**src/rtl/tl_rx_ur_response_gen.sv**
```systemverilog
// ----------------------------------------------------------------------------
// tl_rx_ur_response_gen
//
// Sits after the RX unsupported-request checker. Every checked header that
// is flagged UR is turned into one of three outcomes:
//   - non-posted (IO, CFG, MEM read): a UR completion request is queued
//     toward the TX completion arbiter;
//   - posted (MEM write, MSG): an ERR_NONFATAL message request is raised,
//     if error reporting is enabled. Back-to-back requests are merged into
//     one while a request is still pending;
//   - anything else (CPL, reserved type codes): status update only.
// Sticky UR status and a saturating UR event counter are kept for config
// space.
//
// Ports
//   clk, arst           clock, asynchronous active-high reset
//   chk_valid           strobe: header fields and ur_error valid this cycle
//   ur_error            UR verdict from the checker
//   typ, read_write     TLP type (000 MEM,001 IO,010 CPL,011 CFG,100 MSG), 0=rd
//   requester_id, tag,
//   tc, attr,
//   lower_addr          header fields copied into the completion request
//   completer_id        own ID, captured when the request is queued
//   err_report_en       non-fatal error reporting enable
//   status_clr          clears ur_detected, ur_ovf, ur_cnt
//   cpl_*               completion request (valid/ready), head of queue
//   msg_valid/ready     ERR_NONFATAL message request handshake
//   msg_code            constant 8'h31
//   ur_detected         sticky: any UR seen
//   ur_ovf              sticky: a completion request was dropped (queue full)
//   ur_cnt              saturating UR event count
// ----------------------------------------------------------------------------
module tl_rx_ur_response_gen #(
    parameter int FIFO_DEPTH = 4,
    parameter int TAG_WIDTH  = 10,
    parameter int CNT_WIDTH  = 16
) (
    input  logic                 clk,
    input  logic                 arst,

    input  logic                 chk_valid,
    input  logic                 ur_error,
    input  logic [2:0]           typ,
    input  logic                 read_write,
    input  logic [15:0]          requester_id,
    input  logic [TAG_WIDTH-1:0] tag,
    input  logic [2:0]           tc,
    input  logic [2:0]           attr,
    input  logic [6:0]           lower_addr,
    input  logic [15:0]          completer_id,
    input  logic                 err_report_en,
    input  logic                 status_clr,

    output logic                 cpl_valid,
    input  logic                 cpl_ready,
    output logic [15:0]          cpl_requester_id,
    output logic [TAG_WIDTH-1:0] cpl_tag,
    output logic [2:0]           cpl_tc,
    output logic [2:0]           cpl_attr,
    output logic [6:0]           cpl_lower_addr,
    output logic [15:0]          cpl_completer_id,
    output logic [2:0]           cpl_status,

    output logic                 msg_valid,
    input  logic                 msg_ready,
    output logic [7:0]           msg_code,

    output logic                 ur_detected,
    output logic                 ur_ovf,
    output logic [CNT_WIDTH-1:0] ur_cnt
);

    localparam int AW = (FIFO_DEPTH > 1) ? $clog2(FIFO_DEPTH) : 1;

    localparam logic [2:0] TYP_MEM = 3'b000;
    localparam logic [2:0] TYP_IO  = 3'b001;
    localparam logic [2:0] TYP_CFG = 3'b011;
    localparam logic [2:0] TYP_MSG = 3'b100;

    localparam logic [AW:0]          FULL_CNT = (AW+1)'(FIFO_DEPTH);
    localparam logic [AW:0]          OCC_ONE  = (AW+1)'(1);
    localparam logic [AW-1:0]        PTR_ONE  = AW'(1);
    localparam logic [CNT_WIDTH-1:0] CNT_ONE  = CNT_WIDTH'(1);
    localparam logic [CNT_WIDTH-1:0] CNT_MAX  = '1;

    localparam logic [0:0] ST_IDLE = 1'b0;
    localparam logic [0:0] ST_PEND = 1'b1;

    // ------------------------------------------------------------------
    // Event decode
    // ------------------------------------------------------------------
    logic w_ur_evt;
    logic w_nonposted;
    logic w_posted;
    logic w_full;
    logic w_pop;
    logic w_push;
    logic w_drop;
    logic w_msg_trig;

    assign w_ur_evt    = chk_valid & ur_error;
    assign w_nonposted = (typ == TYP_IO) || (typ == TYP_CFG) ||
                         ((typ == TYP_MEM) && !read_write);
    assign w_posted    = ((typ == TYP_MEM) && read_write) || (typ == TYP_MSG);

    // ------------------------------------------------------------------
    // Completion request queue
    // ------------------------------------------------------------------
    logic [15:0]          r_rid_mem  [FIFO_DEPTH];
    logic [TAG_WIDTH-1:0] r_tag_mem  [FIFO_DEPTH];
    logic [2:0]           r_tc_mem   [FIFO_DEPTH];
    logic [2:0]           r_attr_mem [FIFO_DEPTH];
    logic [6:0]           r_la_mem   [FIFO_DEPTH];
    logic [15:0]          r_cid_mem  [FIFO_DEPTH];
    logic [AW-1:0]        r_wr_ptr;
    logic [AW-1:0]        r_rd_ptr;
    logic [AW:0]          r_count;

    assign w_full = (r_count == FULL_CNT);
    assign w_pop  = cpl_valid & cpl_ready;
    // A pop in the same cycle frees a slot, so a full queue still accepts.
    assign w_push = w_ur_evt & w_nonposted & (~w_full | w_pop);
    assign w_drop = w_ur_evt & w_nonposted & w_full & ~w_pop;

    // Storage is reset so the cpl_* outputs read zero while the queue is empty
    // after reset.
    always_ff @(posedge clk or posedge arst) begin
        if (arst) begin
            for (int i = 0; i < FIFO_DEPTH; i++) begin
                r_rid_mem[i]  <= '0;
                r_tag_mem[i]  <= '0;
                r_tc_mem[i]   <= '0;
                r_attr_mem[i] <= '0;
                r_la_mem[i]   <= '0;
                r_cid_mem[i]  <= '0;
            end
        end else if (w_push) begin
            r_rid_mem[r_wr_ptr]  <= requester_id;
            r_tag_mem[r_wr_ptr]  <= tag;
            r_tc_mem[r_wr_ptr]   <= tc;
            r_attr_mem[r_wr_ptr] <= attr;
            r_la_mem[r_wr_ptr]   <= lower_addr;
            r_cid_mem[r_wr_ptr]  <= completer_id;
        end
    end

    // Pointers wrap naturally because FIFO_DEPTH is a power of two.
    always_ff @(posedge clk or posedge arst) begin
        if (arst) begin
            r_wr_ptr <= '0;
            r_rd_ptr <= '0;
            r_count  <= '0;
        end else begin
            if (w_push) r_wr_ptr <= r_wr_ptr + PTR_ONE;
            if (w_pop)  r_rd_ptr <= r_rd_ptr + PTR_ONE;
            case ({w_push, w_pop})
                2'b10:   r_count <= r_count + OCC_ONE;
                2'b01:   r_count <= r_count - OCC_ONE;
                default: r_count <= r_count;
            endcase
        end
    end

    assign cpl_valid        = (r_count != '0);
    assign cpl_requester_id = r_rid_mem[r_rd_ptr];
    assign cpl_tag          = r_tag_mem[r_rd_ptr];
    assign cpl_tc           = r_tc_mem[r_rd_ptr];
    assign cpl_attr         = r_attr_mem[r_rd_ptr];
    assign cpl_lower_addr   = r_la_mem[r_rd_ptr];
    assign cpl_completer_id = r_cid_mem[r_rd_ptr];
    assign cpl_status       = 3'b001;

    // ------------------------------------------------------------------
    // ERR_NONFATAL message FSM
    // ------------------------------------------------------------------
    logic [0:0] r_state;

    assign w_msg_trig = w_ur_evt & w_posted & err_report_en;

    // A new trigger during the accepting cycle re-arms the request for the
    // next cycle; triggers while still pending merge into the open request.
    always_ff @(posedge clk or posedge arst) begin
        if (arst) begin
            r_state <= ST_IDLE;
        end else begin
            case (r_state)
                ST_IDLE: if (w_msg_trig)               r_state <= ST_PEND;
                ST_PEND: if (msg_ready && !w_msg_trig) r_state <= ST_IDLE;
                default:                               r_state <= ST_IDLE;
            endcase
        end
    end

    assign msg_valid = (r_state == ST_PEND);
    assign msg_code  = 8'h31;

    // ------------------------------------------------------------------
    // Config-space status
    // ------------------------------------------------------------------
    logic                 r_ur_detected;
    logic                 r_ur_ovf;
    logic [CNT_WIDTH-1:0] r_ur_cnt;

    // On a clear coinciding with an event, the event is still recorded in
    // ur_detected/ur_cnt, but ur_ovf is cleared regardless.
    always_ff @(posedge clk or posedge arst) begin
        if (arst) begin
            r_ur_detected <= 1'b0;
            r_ur_ovf      <= 1'b0;
            r_ur_cnt      <= '0;
        end else if (status_clr) begin
            r_ur_detected <= w_ur_evt;
            r_ur_ovf      <= 1'b0;
            r_ur_cnt      <= w_ur_evt ? CNT_ONE : '0;
        end else begin
            if (w_ur_evt) r_ur_detected <= 1'b1;
            if (w_drop)   r_ur_ovf      <= 1'b1;
            if (w_ur_evt && (r_ur_cnt != CNT_MAX))
                r_ur_cnt <= r_ur_cnt + CNT_ONE;
        end
    end

    assign ur_detected = r_ur_detected;
    assign ur_ovf      = r_ur_ovf;
    assign ur_cnt      = r_ur_cnt;

endmodule
```
**config.mk**
```make
export PLATFORM = sky130hd
export DESIGN_NAME = tl_rx_ur_response_gen
export DESIGN_NICKNAME = d
export VERILOG_FILES = /design/src/rtl/tl_rx_ur_response_gen.sv
export SDC_FILE = /design/constraint.sdc
export NUM_CORES = 1
export LEC_CHECK = 0
export ABC_AREA = 1
export ABC_CLOCK_PERIOD_IN_PS = 11400
export BUFFER_PORTS_ARGS = -buffer_cell sky130_fd_sc_hd__buf_2
export CORE_MARGIN = 10
export CORE_UTILIZATION = 45
export DETAILED_ROUTE_END_ITERATION = 10
export PLACE_DENSITY = 0.65
export SYNTH_ARGS = -nofsm -noshare
export SYNTH_HDL_FRONTEND = slang
export SYNTH_SLANG_ARGS = --single-unit
```
**constraint.sdc**
```tcl
create_clock -name clk -period 11.4 [get_ports clk]
set_input_delay 1.71 -clock clk [delete_from_list [all_inputs] [get_ports clk]]
set_output_delay 1.71 -clock clk [all_outputs]
set_load 0.05 [all_outputs]
```
# Yosys cells after proc, flatten, opt, wreduce, memory -nomap -nowiden
# Index checks and enable logic that the tools add are counted.
dict set report totals {
  ff_bits 246
  input_bits 67
  output_inout_bits 86
  elab_cells 119
}
dict set report classes {
  add_sub_neg 5
  order_cmp 3
  n_eq_ne 7
  muxes 43
  bitwise_logic 14
  n_reduce_logical 16
}
# op count
set op_table {}
lappend op_table {{$bwmux W64} 2}
lappend op_table {{$mux W16} 7}
lappend op_table {{$bmux W16 S2} 2}
lappend op_table {{$bwmux W40} 1}
lappend op_table {{$demux W16 S2} 1}
lappend op_table {{$mux W10} 3}
lappend op_table {{$bwmux W28} 1}
lappend op_table {{$bwmux W12} 2}
lappend op_table {{$mux W7} 3}
lappend op_table {{$bmux W10 S2} 1}
lappend op_table {{$demux W10 S2} 1}
lappend op_table {{$add A16 B1 Y16 const B} 1}
lappend op_table {{$ne A16 B16 Y1 const B} 1}
lappend op_table {{$mux W3} 5}
lappend op_table {{$bmux W7 S2} 1}
lappend op_table {{$demux W7 S2} 1}
lappend op_table {{$bmux W3 S2} 2}
lappend op_table {{$and A1 B1 Y1} 8}
lappend op_table {{$reduce_bool A2 Y1} 4}
lappend op_table {{$mux W1} 7}
lappend op_table {{$demux W3 S2} 1}
lappend op_table {{$eq A3 B3 Y1 const B} 2}
lappend op_table {{$ge A3 B3 Y1 const B} 2}
lappend op_table {{$not A2 Y3} 2}
lappend op_table {{17 further kinds} 27}

# Logic depth before layout (Yosys ltp)
dict set report depth {
  depth_word 9
  ltp_mapped 11
}

# Worst setup path before layout
# No wires, ideal clock.
dict set report synth_path {
  path_type {reg-to-output}
  startpoint {register r_rd_ptr[0]}
  endpoint {output cpl_completer_id[10]}
  arrival_ps 1850
  t_required_ps 9690
  path_slack_ps 7840
  path_stages_with_launch 6
  path_buffers 2
  cell_sequence {dfrtp_1 inv_1 clkbuf_1 clkbuf_1 o21ai_0 o22ai_1}
}
dict set report synth_between {
  elab_chain_cells 4
}
# item line_no
set synth_rtl {}
lappend synth_rtl {{start, declared} 116} ;# logic [AW-1:0] r_rd_ptr;
lappend synth_rtl {{start signal, assigned} 155} ;# if (w_pop) r_rd_ptr <= r_rd_ptr + PTR_ONE;
lappend synth_rtl {{$not A2 Y3 (implied by the code)} 170} ;# assign cpl_completer_id = r_cid_mem[r_rd_ptr];
lappend synth_rtl {{$bmux W16 S2} 170}
lappend synth_rtl {{$mux W16 (implied by the code) (2 in series)} 170}
lappend synth_rtl {{end, declared} 61} ;# output logic [15:0] cpl_completer_id,
# Every way passes these cells. The select of a mux whose other input is x is not followed.

# Worst setup path after layout
dict set report layout_path {
  startpoint {register r_rd_ptr[1]}
  endpoint {output cpl_requester_id[13]}
}
dict set report layout_between {
  elab_chain_cells 4
}
# item line_no
set layout_rtl {}
lappend layout_rtl {{$not A2 Y3 (implied by the code)} 165} ;# assign cpl_requester_id = r_rid_mem[r_rd_ptr];
lappend layout_rtl {{$bmux W16 S2} 165}
lappend layout_rtl {{$mux W16 (implied by the code) (2 in series)} 165}
lappend layout_rtl {{end, declared} 56} ;# output logic [15:0] cpl_requester_id,
# Every way passes these cells. The select of a mux whose other input is x is not followed.

==> run_results.csv <==
group,metric,value,unit
route,drt_drc_violations_left,0,
timing,finClkSkew,0.007524,ns
cells_and_area,antenna_diode_count,0,
setup_path,cell_chain_of_the_critical_path,"clkinv_1 > buf_4 > o21ai_0 > o22ai_1 > buf_2",
timing,tns,0,ns
setup_path,critical_path.top_delay_family,"buffers and inverters",
floorplan,placementRows,57,
floorplan,floorplan.die.width,176.4,µm
yosys,syn_area,0.01100,mm²
setup_path,worstSetupPathType,"reg -> out",
floorplan,die-area,0.03110,mm²
timing,timing.max_slew.rel_slack,28.04,%
route,dr_total_vias,8920,
yosys,synth-edff-count,0,
clock_network,cts_buffer_count,27,
clock_network,clk_root_buffer_cell,"sky130_fd_sc_hd__clkbuf_16",
setup_path,crit_path_start,"r_rd_ptr[1]",
cells_and_area,nets,1459,
timing,min_period_over_period,47.88,%
setup_path,arrival,3.75,ns
route,drt_wl_total,27830,µm
setup_path,cp-end-kind,"output port",
clock_network,cts-resized-gates,0,
route,post_drt_via_cell_ratio,5.174,
clock_network,max-clock-path-buffers,3,
yosys,synth-seq-cells,246,
clock_network,insertion_delay,0.53,ns
setup_path,required,9.69,ns
min_path,worst_hold_path_type,"reg -> reg",
timing,timing.fmax,0.1832,GHz
flow_run,max_cap_viols,0,
setup_path,critPathMaxStageDelay,1.08,ns
clock_network,maximum_level_of_the_cts_h_tree,1,
clock_network,cts_setup_buffers,0,
route,drt_wl_cell,16.14,µm
placement,dp.final_hpwl,16790,µm
clock_network,cts_hold_buf,0,
yosys,proportion_of_register_bits_with_asynchronous_set_or_reset_after_synthesis,100.0,%
cells_and_area,final_layout_size_suffix_gt1_share,14.79,%
pwr,p_per_area,326.2,mW/mm²
yosys,synth_top_cells_by_area,"sky130_fd_sc_hd__dfrtp_1, sky130_fd_sc_hd__o21ai_0, sky130_fd_sc_hd__nand2_1",
timing,tightestPinTransition,1.079,ns
yosys,synth_ff_type,"sky130_fd_sc_hd__dfrtp_1",
setup_path,critical_path.n_buffers_inverters,3,
clock_network,tritoncts_num_sinks,246,
yosys,post-synth-top-area-fraction,55.95,%
floorplan,die-height,176.4,µm
route,first_pass_iters,5,
placement,dp_slack,6.486,ns
timing,worst_hold_slack,0.4761,ns
yosys,syn-instance-count,1295,
timing,setup_repair_after_global_routing_missed_its_margin,"no",
setup_path,regToRegStartpoint,"r_rd_ptr[1]",
route,final_antenna_net_count,0,
cells_and_area,post-route-util,52.31,%
timing,report.final.hold_viol_count,0,
global_routing,grt.overflow.total,0,
pwr,finalPower,4.126,mW
yosys,syn_area_per_cell,8.496,µm²
setup_path,timing.critical_path.slowest_stage_cell,"sky130_fd_sc_hd__dfrtp_2",
clock_network,clk_pin_slew_worst_paths,0.06,ns
timing,post-route-min-period,5.459,ns
yosys,yosys_top_cell_by_area,"sky130_fd_sc_hd__dfrtp_1",
yosys,synth-seq-area-share,55.95,%
min_path,holdCritStartpoint,"r_tag_mem[25]",
outcome,outcome,"complete, no violations",
timing,postLayoutSetupSlackWorst,5.941,ns
yosys,synth.yosys.warnings,0,
timing,setup_violations,0,
global_routing,grt_antenna_before_repair,0,
global_routing,grt_start_max_net_pins,112,
global_routing,grt.total_usage,17.57,%
setup_path,crit_path_start_kind,"flop",
placement,numPortBuffers,141,
global_routing,first_global_vias,8727,
route,initialDrtViolationCount,1017,
cells_and_area,synth_to_final_area_change,14.95,%
timing,drv_slew,0,
floorplan,start_util,45.51,%
clock_network,tritoncts,"yes",
setup_path,path_max_fanout,56,
floorplan,io_pins,153,
global_routing,grt_first_pass_wirelength,45840,µm
yosys,post_synth_num_cell_types,32,
pwr,total_leakage_power,6.226,nW
floorplan,core,0.02418,mm²
placement,gpl.final_weighted_congestion,0.7946,
pwr,vdd.ir_drop.worst,0.0002634,V
-- cells in the mapped netlist (4+ instances only) --
master and instances:
sky130_fd_sc_hd__buf_4 13, sky130_fd_sc_hd__nand4_1 15, sky130_fd_sc_hd__dfrtp_1 246, sky130_fd_sc_hd__a21oi_1 4
sky130_fd_sc_hd__o21ai_1 25, sky130_fd_sc_hd__buf_2 39, sky130_fd_sc_hd__nand2_1 284, sky130_fd_sc_hd__ha_1 6
sky130_fd_sc_hd__clkbuf_1 39, sky130_fd_sc_hd__clkbuf_2 5, sky130_fd_sc_hd__o22ai_1 55, sky130_fd_sc_hd__nor2_4 4
sky130_fd_sc_hd__nor2_1 132, sky130_fd_sc_hd__xor2_1 8, sky130_fd_sc_hd__nand3_1 14, sky130_fd_sc_hd__inv_1 76
sky130_fd_sc_hd__o21ai_0 309
-- metal layers --
metal / part of all wire [%] / up-vias / global-route usage [%]
met4: 1.4 / 0 / 3.958
met1: 47 / 4231 / 24.38
met3: 5.5 / 27 / 3.289
li1: - / 4422 / -
met5: 0 / - / 0
met2: 46 / 240 / 28.04
-- kinds of logic after synthesis --
family / synth area share (%)
AND/OR/NAND/NOR: 16.55
AO/OA/AOI/OAI: 18.80
adder cells (fa/ha/maj): 0.8643
buffers and inverters: 7.051
flip-flops: 55.95
XOR/XNOR: 0.7165
other: 0.06826
-- worst paths after layout --
path / to / cells after the start / slack [ns]
worst max register to register: r_rd_ptr[1] / 3 / 8.35
worst min-delay path: r_tag_mem[25] / 2 / 0.48
min in group asynchronous: msg_valid / 2 / 1.30
max in group asynchronous: r_rid_mem[62] / 4 / 7.94
worst max-delay path: cpl_requester_id[13] / 5 / 5.94
worst min register to register: r_tag_mem[25] / 2 / 0.48
-- final cells by class --
class / count / area (µm²)
Tap cell: 324 / 405.4
Clock buffer: 40 / 774.5
Fill cell: 2273 / 11530
Sequential cell: 246 / 6161
Multi-Input combinational cell: 881 / 4154
Inverter: 79 / 305.3
Clock inverter: 4 / 73.82
Timing Repair Buffer: 150 / 773.2
-- where the power goes --
group	switching [mW]	internal, mW
logic	1.30	0.481
clock network	0.339	0.509
registers	0.251	1.24
total	1.89	2.23
-- worst register-to-register path, delay by kind of cell, from the launching register on --
kind / cells / cell delay, ns
buf+inv: 2 / 1.61
flops: 1 / 1.08
xor+xnor: 1 / 0.23
-- state kept, by name, indices dropped and copies added, names as in the netlist --
signal,flops
r_cid_mem,64
r_la_mem,28
r_tc_mem,12
r_rid_mem,64
r_tag_mem,40
r_wr_ptr,2
ur_detected,1
r_rd_ptr,2
ur_ovf,1
r_count,3
r_attr_mem,12
ur_cnt,16
msg_valid,1
-- cell usage in the layout, fill, tap and decap left out, types with 2 or more instances in the layout --
cell type	Yosys	routed
sky130_fd_sc_hd__a21oi_1	4	4
sky130_fd_sc_hd__buf_2	39	141
sky130_fd_sc_hd__buf_4	13	9
sky130_fd_sc_hd__bufinv_16	0	2
sky130_fd_sc_hd__clkbuf_1	39	8
sky130_fd_sc_hd__clkbuf_16	0	27
sky130_fd_sc_hd__clkbuf_8	0	5
sky130_fd_sc_hd__clkinv_1	1	2
sky130_fd_sc_hd__clkinv_2	0	2
sky130_fd_sc_hd__conb_1	2	11
sky130_fd_sc_hd__dfrtp_1	246	244
sky130_fd_sc_hd__ha_1	6	6
sky130_fd_sc_hd__inv_1	76	73
sky130_fd_sc_hd__inv_2	2	2
sky130_fd_sc_hd__nand2_1	284	284
sky130_fd_sc_hd__nand2_2	2	2
sky130_fd_sc_hd__nand3_1	14	10
sky130_fd_sc_hd__nand3_4	0	4
sky130_fd_sc_hd__nand4_1	15	15
sky130_fd_sc_hd__nor2_1	132	132
sky130_fd_sc_hd__nor2_2	2	2
sky130_fd_sc_hd__nor2_4	4	4
sky130_fd_sc_hd__o21ai_0	309	309
sky130_fd_sc_hd__o21ai_1	25	25
sky130_fd_sc_hd__o21bai_1	2	2
sky130_fd_sc_hd__o22ai_1	55	55
sky130_fd_sc_hd__or2_2	2	2
sky130_fd_sc_hd__xor2_1	8	8
-- stage by stage --
step | instance area [µm²] | cells
after floorplan | 11040 | 1304
after global placement | 11800 | 1680
after detailed placement | 11800 | 1680
after CTS | 12650 | 1724
after global routing | 12650 | 1724
final | 12650 | 1724
Note: power is estimated with default switching activity, not from simulation.
